$ cat src/rtl/fetch_redirect_unit_pkg.sv
// fetch_pkg: shared fetch-stage types and constants (state enum, vectors, instruction width, PC step)
package fetch_pkg;
  localparam logic [63:0] RESET_VEC_DEF = 64'h0000_0000_8000_0000;
  localparam logic [63:0] TRAP_VEC_DEF = 64'h0000_0000_8000_0100;
  localparam int INSTR_W = 32;
  localparam int PC_INC = 4;
  typedef enum logic [1:0] {S_REQ, S_WAIT, S_HELD} state_e;
endpackage

$ cat src/rtl/fetch_redirect_unit_if.sv
// fetch_redirect_unit_if: imem valid/ready request + response bundle; master=fetch unit (req_valid/req_addr out), slave=memory (req_ready/rsp_valid/rsp_data out)
interface fetch_redirect_unit_if #(parameter int XLEN = 64);
  import fetch_pkg::*;
  logic req_valid;
  logic req_ready;
  logic [XLEN-1:0] req_addr;
  logic rsp_valid;
  logic [INSTR_W-1:0] rsp_data;
  modport master(output req_valid, req_addr, input req_ready, rsp_valid, rsp_data);
  modport slave(input req_valid, req_addr, output req_ready, rsp_valid, rsp_data);
endinterface

$ cat src/rtl/fetch_redirect_unit_redirect_target_calc.sv
// redirect_target_calc: EX inputs (valid/type/taken/pc/imm/rs1) -> redirect_o, target_o (JALR bit0 cleared), misaligned_o
module redirect_target_calc #(parameter int XLEN = 64) (
  input  logic            ex_valid_i,
  input  logic            ex_is_branch_i,
  input  logic            ex_is_jal_i,
  input  logic            ex_is_jalr_i,
  input  logic            branch_taken_i,
  input  logic [XLEN-1:0] ex_pc_i,
  input  logic [XLEN-1:0] ex_imm_i,
  input  logic [XLEN-1:0] ex_rs1_i,
  output logic            redirect_o,
  output logic [XLEN-1:0] target_o,
  output logic            misaligned_o
);
  assign redirect_o = ex_valid_i & ((ex_is_branch_i & branch_taken_i) | ex_is_jal_i | ex_is_jalr_i);
  assign target_o = ex_is_jalr_i ? ((ex_rs1_i + ex_imm_i) & ~{{(XLEN-1){1'b0}}, 1'b1}) : ex_pc_i + ex_imm_i;
  assign misaligned_o = target_o[1:0] != 2'b00;
endmodule

$ cat src/rtl/fetch_redirect_unit.sv
// fetch_redirect_unit: fetch PC/imem sequencer; in: clk,rst_n,stall_i,ex_*; imem master port; out: if_valid/pc/instr, flush_o, misalign_o/addr, redirect_cnt_o
module fetch_redirect_unit import fetch_pkg::*; #(
  parameter int XLEN = 64,
  parameter logic [XLEN-1:0] RESET_VEC = RESET_VEC_DEF,
  parameter logic [XLEN-1:0] TRAP_VEC = TRAP_VEC_DEF,
  parameter int CNT_W = 16
) (
  input  logic                  clk,
  input  logic                  rst_n,
  input  logic                  stall_i,
  input  logic                  ex_valid_i,
  input  logic                  ex_is_branch_i,
  input  logic                  ex_is_jal_i,
  input  logic                  ex_is_jalr_i,
  input  logic                  branch_taken_i,
  input  logic [XLEN-1:0]       ex_pc_i,
  input  logic [XLEN-1:0]       ex_imm_i,
  input  logic [XLEN-1:0]       ex_rs1_i,
  fetch_redirect_unit_if.master imem,
  output logic                  if_valid_o,
  output logic [XLEN-1:0]       if_pc_o,
  output logic [INSTR_W-1:0]    if_instr_o,
  output logic                  flush_o,
  output logic                  misalign_o,
  output logic [XLEN-1:0]       misalign_addr_o,
  output logic [CNT_W-1:0]      redirect_cnt_o
);
  state_e state_q, state_d;
  logic [XLEN-1:0] pc_q, pc_d, pend_pc_q, pend_pc_d, target, eff;
  logic [INSTR_W-1:0] hold_q, hold_d;
  logic [CNT_W-1:0] cnt_q;
  logic squash_q, squash_d, pend_valid_q, pend_valid_d, redirect, misaligned;
  redirect_target_calc #(.XLEN(XLEN)) u_calc (
    .ex_valid_i(ex_valid_i),
    .ex_is_branch_i(ex_is_branch_i),
    .ex_is_jal_i(ex_is_jal_i),
    .ex_is_jalr_i(ex_is_jalr_i),
    .branch_taken_i(branch_taken_i),
    .ex_pc_i(ex_pc_i),
    .ex_imm_i(ex_imm_i),
    .ex_rs1_i(ex_rs1_i),
    .redirect_o(redirect),
    .target_o(target),
    .misaligned_o(misaligned)
  );
  assign eff = misaligned ? TRAP_VEC : target;
  assign flush_o = redirect;
  assign misalign_o = redirect & misaligned;
  assign misalign_addr_o = misalign_o ? target : '0;
  assign redirect_cnt_o = cnt_q;
  assign imem.req_valid = rst_n & (state_q == S_REQ);
  assign imem.req_addr = pc_q;
  assign if_pc_o = if_valid_o ? pc_q : '0;
  always_comb begin
    state_d = state_q;
    pc_d = pc_q;
    squash_d = squash_q;
    pend_valid_d = pend_valid_q;
    pend_pc_d = pend_pc_q;
    hold_d = hold_q;
    if_valid_o = 1'b0;
    if_instr_o = '0;
    case (state_q)
      S_REQ:
        if (imem.req_ready) begin
          // the request on the bus goes out regardless; a redirect or parked target only moves the PC behind it
          state_d = S_WAIT;
          pc_d = redirect ? eff : (pend_valid_q ? pend_pc_q : pc_q);
          pend_valid_d = 1'b0;
          squash_d = squash_q | redirect;
        end else if (redirect) begin
          pend_valid_d = 1'b1;
          pend_pc_d = eff;
          squash_d = 1'b1;
        end
      S_WAIT:
        if (redirect) begin
          // a response arriving alongside the redirect is simply dropped, nothing stays outstanding
          pc_d = eff;
          squash_d = ~imem.rsp_valid;
          state_d = imem.rsp_valid ? S_REQ : S_WAIT;
        end else if (imem.rsp_valid) begin
          squash_d = 1'b0;
          state_d = (squash_q | ~stall_i) ? S_REQ : S_HELD;
          hold_d = (!squash_q && stall_i) ? imem.rsp_data : hold_q;
          if_valid_o = ~squash_q & ~stall_i;
          if_instr_o = if_valid_o ? imem.rsp_data : '0;
          pc_d = if_valid_o ? pc_q + XLEN'(PC_INC) : pc_q;
        end
      S_HELD:
        if (redirect) begin
          pc_d = eff;
          state_d = S_REQ;
        end else if (!stall_i) begin
          if_valid_o = 1'b1;
          if_instr_o = hold_q;
          pc_d = pc_q + XLEN'(PC_INC);
          state_d = S_REQ;
        end
      default: state_d = S_REQ;
    endcase
  end
  always_ff @(posedge clk or negedge rst_n) begin
    if (!rst_n) begin
      state_q <= S_REQ;
      pc_q <= RESET_VEC;
      squash_q <= 1'b0;
      pend_valid_q <= 1'b0;
      pend_pc_q <= '0;
      hold_q <= '0;
      cnt_q <= '0;
    end else begin
      state_q <= state_d;
      pc_q <= pc_d;
      squash_q <= squash_d;
      pend_valid_q <= pend_valid_d;
      pend_pc_q <= pend_pc_d;
      hold_q <= hold_d;
      cnt_q <= (redirect && !(&cnt_q)) ? cnt_q + 1'b1 : cnt_q;
    end
  end
endmodule

$ cat src/flat_wrapper.sv
// flat-port wrapper written by rule: the top's interface ports become plain ports
module fetch_redirect_unit_flat import fetch_pkg::*;
#(
  parameter int XLEN = 64,
  parameter logic [XLEN-1:0] RESET_VEC = RESET_VEC_DEF,
  parameter logic [XLEN-1:0] TRAP_VEC = TRAP_VEC_DEF,
  parameter int CNT_W = 16
)
  (clk, rst_n, stall_i, ex_valid_i, ex_is_branch_i, ex_is_jal_i, ex_is_jalr_i, branch_taken_i, ex_pc_i, ex_imm_i, ex_rs1_i, if_valid_o, if_pc_o, if_instr_o, flush_o, misalign_o, misalign_addr_o, redirect_cnt_o, imem_req_valid, imem_req_addr, imem_req_ready, imem_rsp_valid, imem_rsp_data);
  fetch_redirect_unit_if #(.XLEN(XLEN)) imem_i ();
  input  logic clk;
  input  logic rst_n;
  input  logic stall_i;
  input  logic ex_valid_i;
  input  logic ex_is_branch_i;
  input  logic ex_is_jal_i;
  input  logic ex_is_jalr_i;
  input  logic branch_taken_i;
  input  logic [XLEN-1:0] ex_pc_i;
  input  logic [XLEN-1:0] ex_imm_i;
  input  logic [XLEN-1:0] ex_rs1_i;
  output logic if_valid_o;
  output logic [XLEN-1:0] if_pc_o;
  output logic [INSTR_W-1:0] if_instr_o;
  output logic flush_o;
  output logic misalign_o;
  output logic [XLEN-1:0] misalign_addr_o;
  output logic [CNT_W-1:0] redirect_cnt_o;
  output wire logic [$bits(imem_i.req_valid)-1:0] imem_req_valid;
  output wire logic [$bits(imem_i.req_addr)-1:0] imem_req_addr;
  input wire logic [$bits(imem_i.req_ready)-1:0] imem_req_ready;
  input wire logic [$bits(imem_i.rsp_valid)-1:0] imem_rsp_valid;
  input wire logic [$bits(imem_i.rsp_data)-1:0] imem_rsp_data;
  assign imem_req_valid = imem_i.req_valid;
  assign imem_req_addr = imem_i.req_addr;
  assign imem_i.req_ready = imem_req_ready;
  assign imem_i.rsp_valid = imem_rsp_valid;
  assign imem_i.rsp_data = imem_rsp_data;
  fetch_redirect_unit #(.XLEN(XLEN), .RESET_VEC(RESET_VEC), .TRAP_VEC(TRAP_VEC), .CNT_W(CNT_W)) u_core (.clk(clk), .rst_n(rst_n), .stall_i(stall_i), .ex_valid_i(ex_valid_i), .ex_is_branch_i(ex_is_branch_i), .ex_is_jal_i(ex_is_jal_i), .ex_is_jalr_i(ex_is_jalr_i), .branch_taken_i(branch_taken_i), .ex_pc_i(ex_pc_i), .ex_imm_i(ex_imm_i), .ex_rs1_i(ex_rs1_i), .imem(imem_i), .if_valid_o(if_valid_o), .if_pc_o(if_pc_o), .if_instr_o(if_instr_o), .flush_o(flush_o), .misalign_o(misalign_o), .misalign_addr_o(misalign_addr_o), .redirect_cnt_o(redirect_cnt_o));
endmodule
$ cat config.mk
export PLATFORM = sky130hd
export DESIGN_NAME = fetch_redirect_unit_flat
export DESIGN_NICKNAME = d
export VERILOG_FILES = /design/src/rtl/fetch_redirect_unit_pkg.sv /design/src/rtl/fetch_redirect_unit_if.sv /design/src/rtl/fetch_redirect_unit_redirect_target_calc.sv /design/src/rtl/fetch_redirect_unit.sv /design/src/flat_wrapper.sv
export SDC_FILE = /design/constraint.sdc
export NUM_CORES = 1
export LEC_CHECK = 0
export CAP_MARGIN = 10
export CORE_MARGIN = 3
export CORE_UTILIZATION = 45
export DETAILED_ROUTE_END_ITERATION = 12
export GPL_TIMING_DRIVEN = 0
export MAX_ROUTING_LAYER = met4
export PLACE_DENSITY_LB_ADDON = 0.2
export SLEW_MARGIN = 5
export SYNTH_ARGS = -nofsm -noshare
export SYNTH_HDL_FRONTEND = slang
export SYNTH_SLANG_ARGS = --single-unit
$ cat constraint.sdc
create_clock -name clk -period 6.8 [get_ports clk]
set_input_delay 2.04 -clock clk [delete_from_list [all_inputs] [get_ports clk]]
set_output_delay 2.04 -clock clk [all_outputs]
set_load 0.02 [all_outputs]
==> results.md <==
- The flow ran to the end, but the final reports show violations.
- The checks that failed: setup timing.
- Ranked by total cell area, the synthesized netlist is headed by sky130_fd_sc_hd__dfrtp_1 (23%), sky130_fd_sc_hd__ha_1 (8.6%), sky130_fd_sc_hd__a21oi_1 (5.8%), sky130_fd_sc_hd__nand2_1 (5.8%), sky130_fd_sc_hd__o21ai_0 (5.6%).
- The share of final-layout standard cells stronger than drive strength 1 is 0.327.
- Hold is met by between 0.4 and 0.5 ns.
- The element type at the critical path end is an output pin.
- Among cell families on the critical path, the largest total delay comes from compound AO/OA/AOI/OAI gates.
- The layout net count is between 3000 and 4000.
- The number of max-slew violations in the final report is 0.
- The number of ports placed on the die boundary is 478.
- The finished cells cover 31300 µm².
- The cell with the most instances after synthesis is sky130_fd_sc_hd__nand2_1.
- The number of synthesized register bits is 180.
- The relative slew slack is 0.179.
- The number of global-route vias before repair is approximately 24000.
- The commonest cells after synthesis are sky130_fd_sc_hd__nand2_1 (294), sky130_fd_sc_hd__nor2_1 (224), sky130_fd_sc_hd__a21oi_1 (221), sky130_fd_sc_hd__o21ai_0 (215), sky130_fd_sc_hd__dfrtp_1 (179).
- The later pin in the worst-skew pair is clocked with a latency of approximately 0.45 ns.
- The first-pass GRT wire length is 143 mm.
- The share of the core filled with cells in the final layout is 0.755.
- The count of warnings emitted by yosys is 0.
- The post-placement worst setup slack is -2.12 ns.
- The number of iterations in the first detailed-routing pass is 8.
- By startpoint and endpoint, the worst setup path is classified as primary input to output pin.
- Dividing the detail-routed wire length by the instance count gives 25.8 µm.
- CTS saw 180 sinks.
- Across the run, the number of max-cap violations was 0.
- The time the final worst path needs with I/O delays and setup is between 7 and 8 ns.
- In this run, synthesis inferred 0 flip-flops with an integrated enable.
- The final critical-path share of the clock period is 1.04.
- The count of vias placed by the detailed router is 25211.
- In this run the worst path has a maximum fanout of 7.
- Across the VDD grid, the largest voltage drop is 0.000204 V.
- Relative to the synthesized area, the layout overhead comes to 63.5%.
- The upper clock frequency limit is 0.142 GHz.
- The data required time of the critical path is 4.76 ns.
- The minimum setup slack in the final design is -0.267 ns.
- The tree is rooted in a sky130_fd_sc_hd__clkbuf_16.
- The detail route stage leaves a number of antenna-violating nets equal to 0.
- The count of cell types in the netlist is between 90 and 100.
- In this run the worst hold path is classified as flip-flop to flip-flop.
- TritonCTS built the clock tree.
- A synthesized cell averages ~7.5 µm².
- The die area is 45100 µm².
- Hold repair after CTS inserted 0 buffers.
- The initial antenna violation count is 3.
- For this configuration, the core starts out at a cell density of 0.462.
- The share of total power dissipated in combinational logic is 0.629.
- Synthesis produced a netlist with a net count of 2921.
- The final number of hold-violating endpoints is 0.
- Of the total power, the share spent switching nets is 0.484.
- The analysis attributes to net switching a power of 3.98 mW.
- The gate count after technology mapping is 2554.
- Detailed placement ended at an HPWL of 73.2 mm.
- The number of H-tree levels is 4.
- The detailed router finished its first iteration with 3082 violations.
- The global-route usage over all layers is 0.422.
- The residual overflow from global routing is 0.
- The layout has 2946 filler cells.
- In this run the tool buffered the top-level ports with roughly 480 buffer cells.
- The critical path goes through dlygate4sd2_1, ha_4, a21oi_2, o21ai_0, a221o_1, a211oi_4, o21ai_4, buf_4, a21bo_4, a21oi_4, mux2i_2, a211oi_4, nor2_2, buf_4.
- Buffers inserted during clock tree synthesis total 17.
- Setup violations remaining at the end of the flow were counted as 33.
- The routability-driven placement congestion ratio is 1.04.
- The number of buffers and inverters on the critical path is 3.
- The wire length reported by the detailed router is 99.3 mm.
- Setup repair after global routing could not meet its margin everywhere.
- After detailed placement, the total cell area comes to 24600 µm².
- Entering global routing, the biggest net connects 101 pins.
- In this run the horizontal extent of the chip is 212 µm.
- The slew of the pin with the lowest slew margin is approximately 1.2 ns.
- The share of flip-flops with an asynchronous set or reset is 1.00.
- The floorplan has 74 rows.
- Across the routed clock network, the largest skew measured is between 0.01 and 0.015 ns.
- Of the total power, registers draw 0.253.
- Cell internal power was estimated by the tool at 4.24 mW.
- For this design, the slowest cell found on the critical path is sky130_fd_sc_hd__a221o_1.
- The die height is 212 µm.
- The post-detailed-route via-to-cell ratio is 6.54.
- The floorplan step defined a core boundary enclosing 41500 µm².
- The area fraction of the dominant cell type after synthesis is 0.234.
- For this design the ratio of total power to cell area is 262 nW/µm².
- For this run, the register share of the synthesized area comes to 0.235.
- The longest clock path from root to sink contains 2 buffers.
- The netlist area before placement is 19200 µm².
- The clock-pin slew reported for the worst setup and hold paths after clock tree synthesis is 0.07 ns.
- The portion of total power attributed to the clock network is 0.118.
- Summed over all cells, the static leakage comes to 13.5 nW.
- The dominant cell type by area after synthesis is sky130_fd_sc_hd__dfrtp_1.
- After detailed routing, the number of remaining DRC violations is 0.
- The highest cell delay on the worst timing path is 0.35 ns.
- In the synthesized netlist the dominant register cell turns out to be sky130_fd_sc_hd__dfrtp_1.
- The arrival time at the worst endpoint is between 5 and 6 ns.
- The worst setup path is launched from a primary input.
## through the flow
stage,cells,TNS (ns),power (mW)
detailed placement,3564,-195.66,6.23
global route,3857,-5.09,8.60
floorplan,2554,0,4.44
finish,3857,-3.70,8.22
global placement,3563,-836.87,6.13
CTS,3768,-3.56,7.74
## cell usage in the layout (no fill, tap or decap), types with 38 or more instances in the layout
cell	count
sky130_fd_sc_hd__a21o_1	44
sky130_fd_sc_hd__a21oi_1	139
sky130_fd_sc_hd__a21oi_2	46
sky130_fd_sc_hd__and2_1	88
sky130_fd_sc_hd__buf_4	317
sky130_fd_sc_hd__buf_6	54
sky130_fd_sc_hd__clkbuf_1	64
sky130_fd_sc_hd__clkbuf_2	61
sky130_fd_sc_hd__clkdlybuf4s50_1	216
sky130_fd_sc_hd__dfrtp_1	179
sky130_fd_sc_hd__dlygate4sd2_1	47
sky130_fd_sc_hd__dlymetal6s2s_1	59
sky130_fd_sc_hd__ha_4	110
sky130_fd_sc_hd__inv_1	47
sky130_fd_sc_hd__mux2_2	38
sky130_fd_sc_hd__nand2_1	261
sky130_fd_sc_hd__nand3_1	62
sky130_fd_sc_hd__nand4_1	68
sky130_fd_sc_hd__nor2_1	201
sky130_fd_sc_hd__nor2b_1	39
sky130_fd_sc_hd__nor3_1	39
sky130_fd_sc_hd__o21a_1	44
sky130_fd_sc_hd__o21ai_0	149
sky130_fd_sc_hd__xnor2_1	65
sky130_fd_sc_hd__xor2_1	64
## cell families after synthesis
kind of cell,count (synthesis),share of synthesized area
XOR/XNOR,157,0.0718
adder cells (fa/ha/maj),133,0.0876
multiplexers,65,0.0366
buffers and inverters,215,0.0430
AO/OA/AOI/OAI,826,0.277
flip-flops,180,0.235
AND/OR/NAND/NOR,978,0.249
## metal layers
metal / part of all wire / routed length (µm) / vias up / track usage
li1: - / - / 10845 / -
met1: 0.38 / 37400 / 12053 / 0.529
met2: 0.45 / 44600 / 1854 / 0.650
met3: 0.11 / 10700 / 459 / 0.0770
met4: 0.066 / 6540 / 0 / 0.227
met5: 0 / 0 / - / -
## worst paths after layout
check | from | end | slack, ns | cells past startpoint
setup / recovery | ex_pc_i[17] | misalign_addr_o[62] | -0.27 | 14
min in group asynchronous | rst_n | u_core.pend_pc_q[5] | 1.62 | 1
max in group asynchronous | rst_n | u_core.imem.req_addr[58] | 4.26 | 2
hold reg to reg | u_core.pend_pc_q[18] | u_core.pend_pc_q[18] | 0.48 | 2
hold / removal | u_core.pend_pc_q[18] | u_core.pend_pc_q[18] | 0.48 | 2
setup reg to reg | u_core.state_q[1] | u_core.imem.req_addr[9] | 3.17 | 11
## state kept, by name, summed over array words and instances, names as in the netlist
signal,flops
u_core.pend_pc_q,64
u_core.pend_valid_q,1
u_core.state_q,2
u_core.redirect_cnt_o,16
u_core.squash_q,1
u_core.imem.req_addr,64
u_core.hold_q,32
## cell type report
class / count / area (µm²) / area share
antenna: 2 / 5.00 / 0.000160
inverter: 56 / 213 / 0.00679
tap: 532 / 666 / 0.0212
timing repair buffer: 792 / 6970 / 0.222
clock buffer: 20 / 447 / 0.0143
clock inverter: 12 / 110 / 0.00351
sequential: 180 / 4510 / 0.144
buffer: 104 / 547 / 0.0175
multi-input combinational: 2159 / 17900 / 0.570
## what timing repair did
item / in CTS / in global routing
resized for setup: 1161 / 495
gates cloned: 0 / 0
pin swaps: 231 / 209
endpoints found under the hold margin: 0 / 0
setup endpoints to repair: 162 / 121
setup buffers: 219 / 102
## power by group through the flow
stage / Sequential, mW / Combinational (mW) / Clock [mW]
global placement: 2.03 / 4.09 / 0
detailed placement: 2.07 / 4.17 / 0
finish: 2.08 / 5.18 / 0.966
floorplan: 2.11 / 2.33 / 0
global route: 2.13 / 5.47 / 1.00
CTS: 2.05 / 4.73 / 0.961
## tightest hold or removal path: stages (launching register included)
cell and delay (ns):
sky130_fd_sc_hd__dfrtp_1 0.34, sky130_fd_sc_hd__nand2_1 0.04, sky130_fd_sc_hd__o21ai_0 0.06
Power figures use the tool's default switching activity.
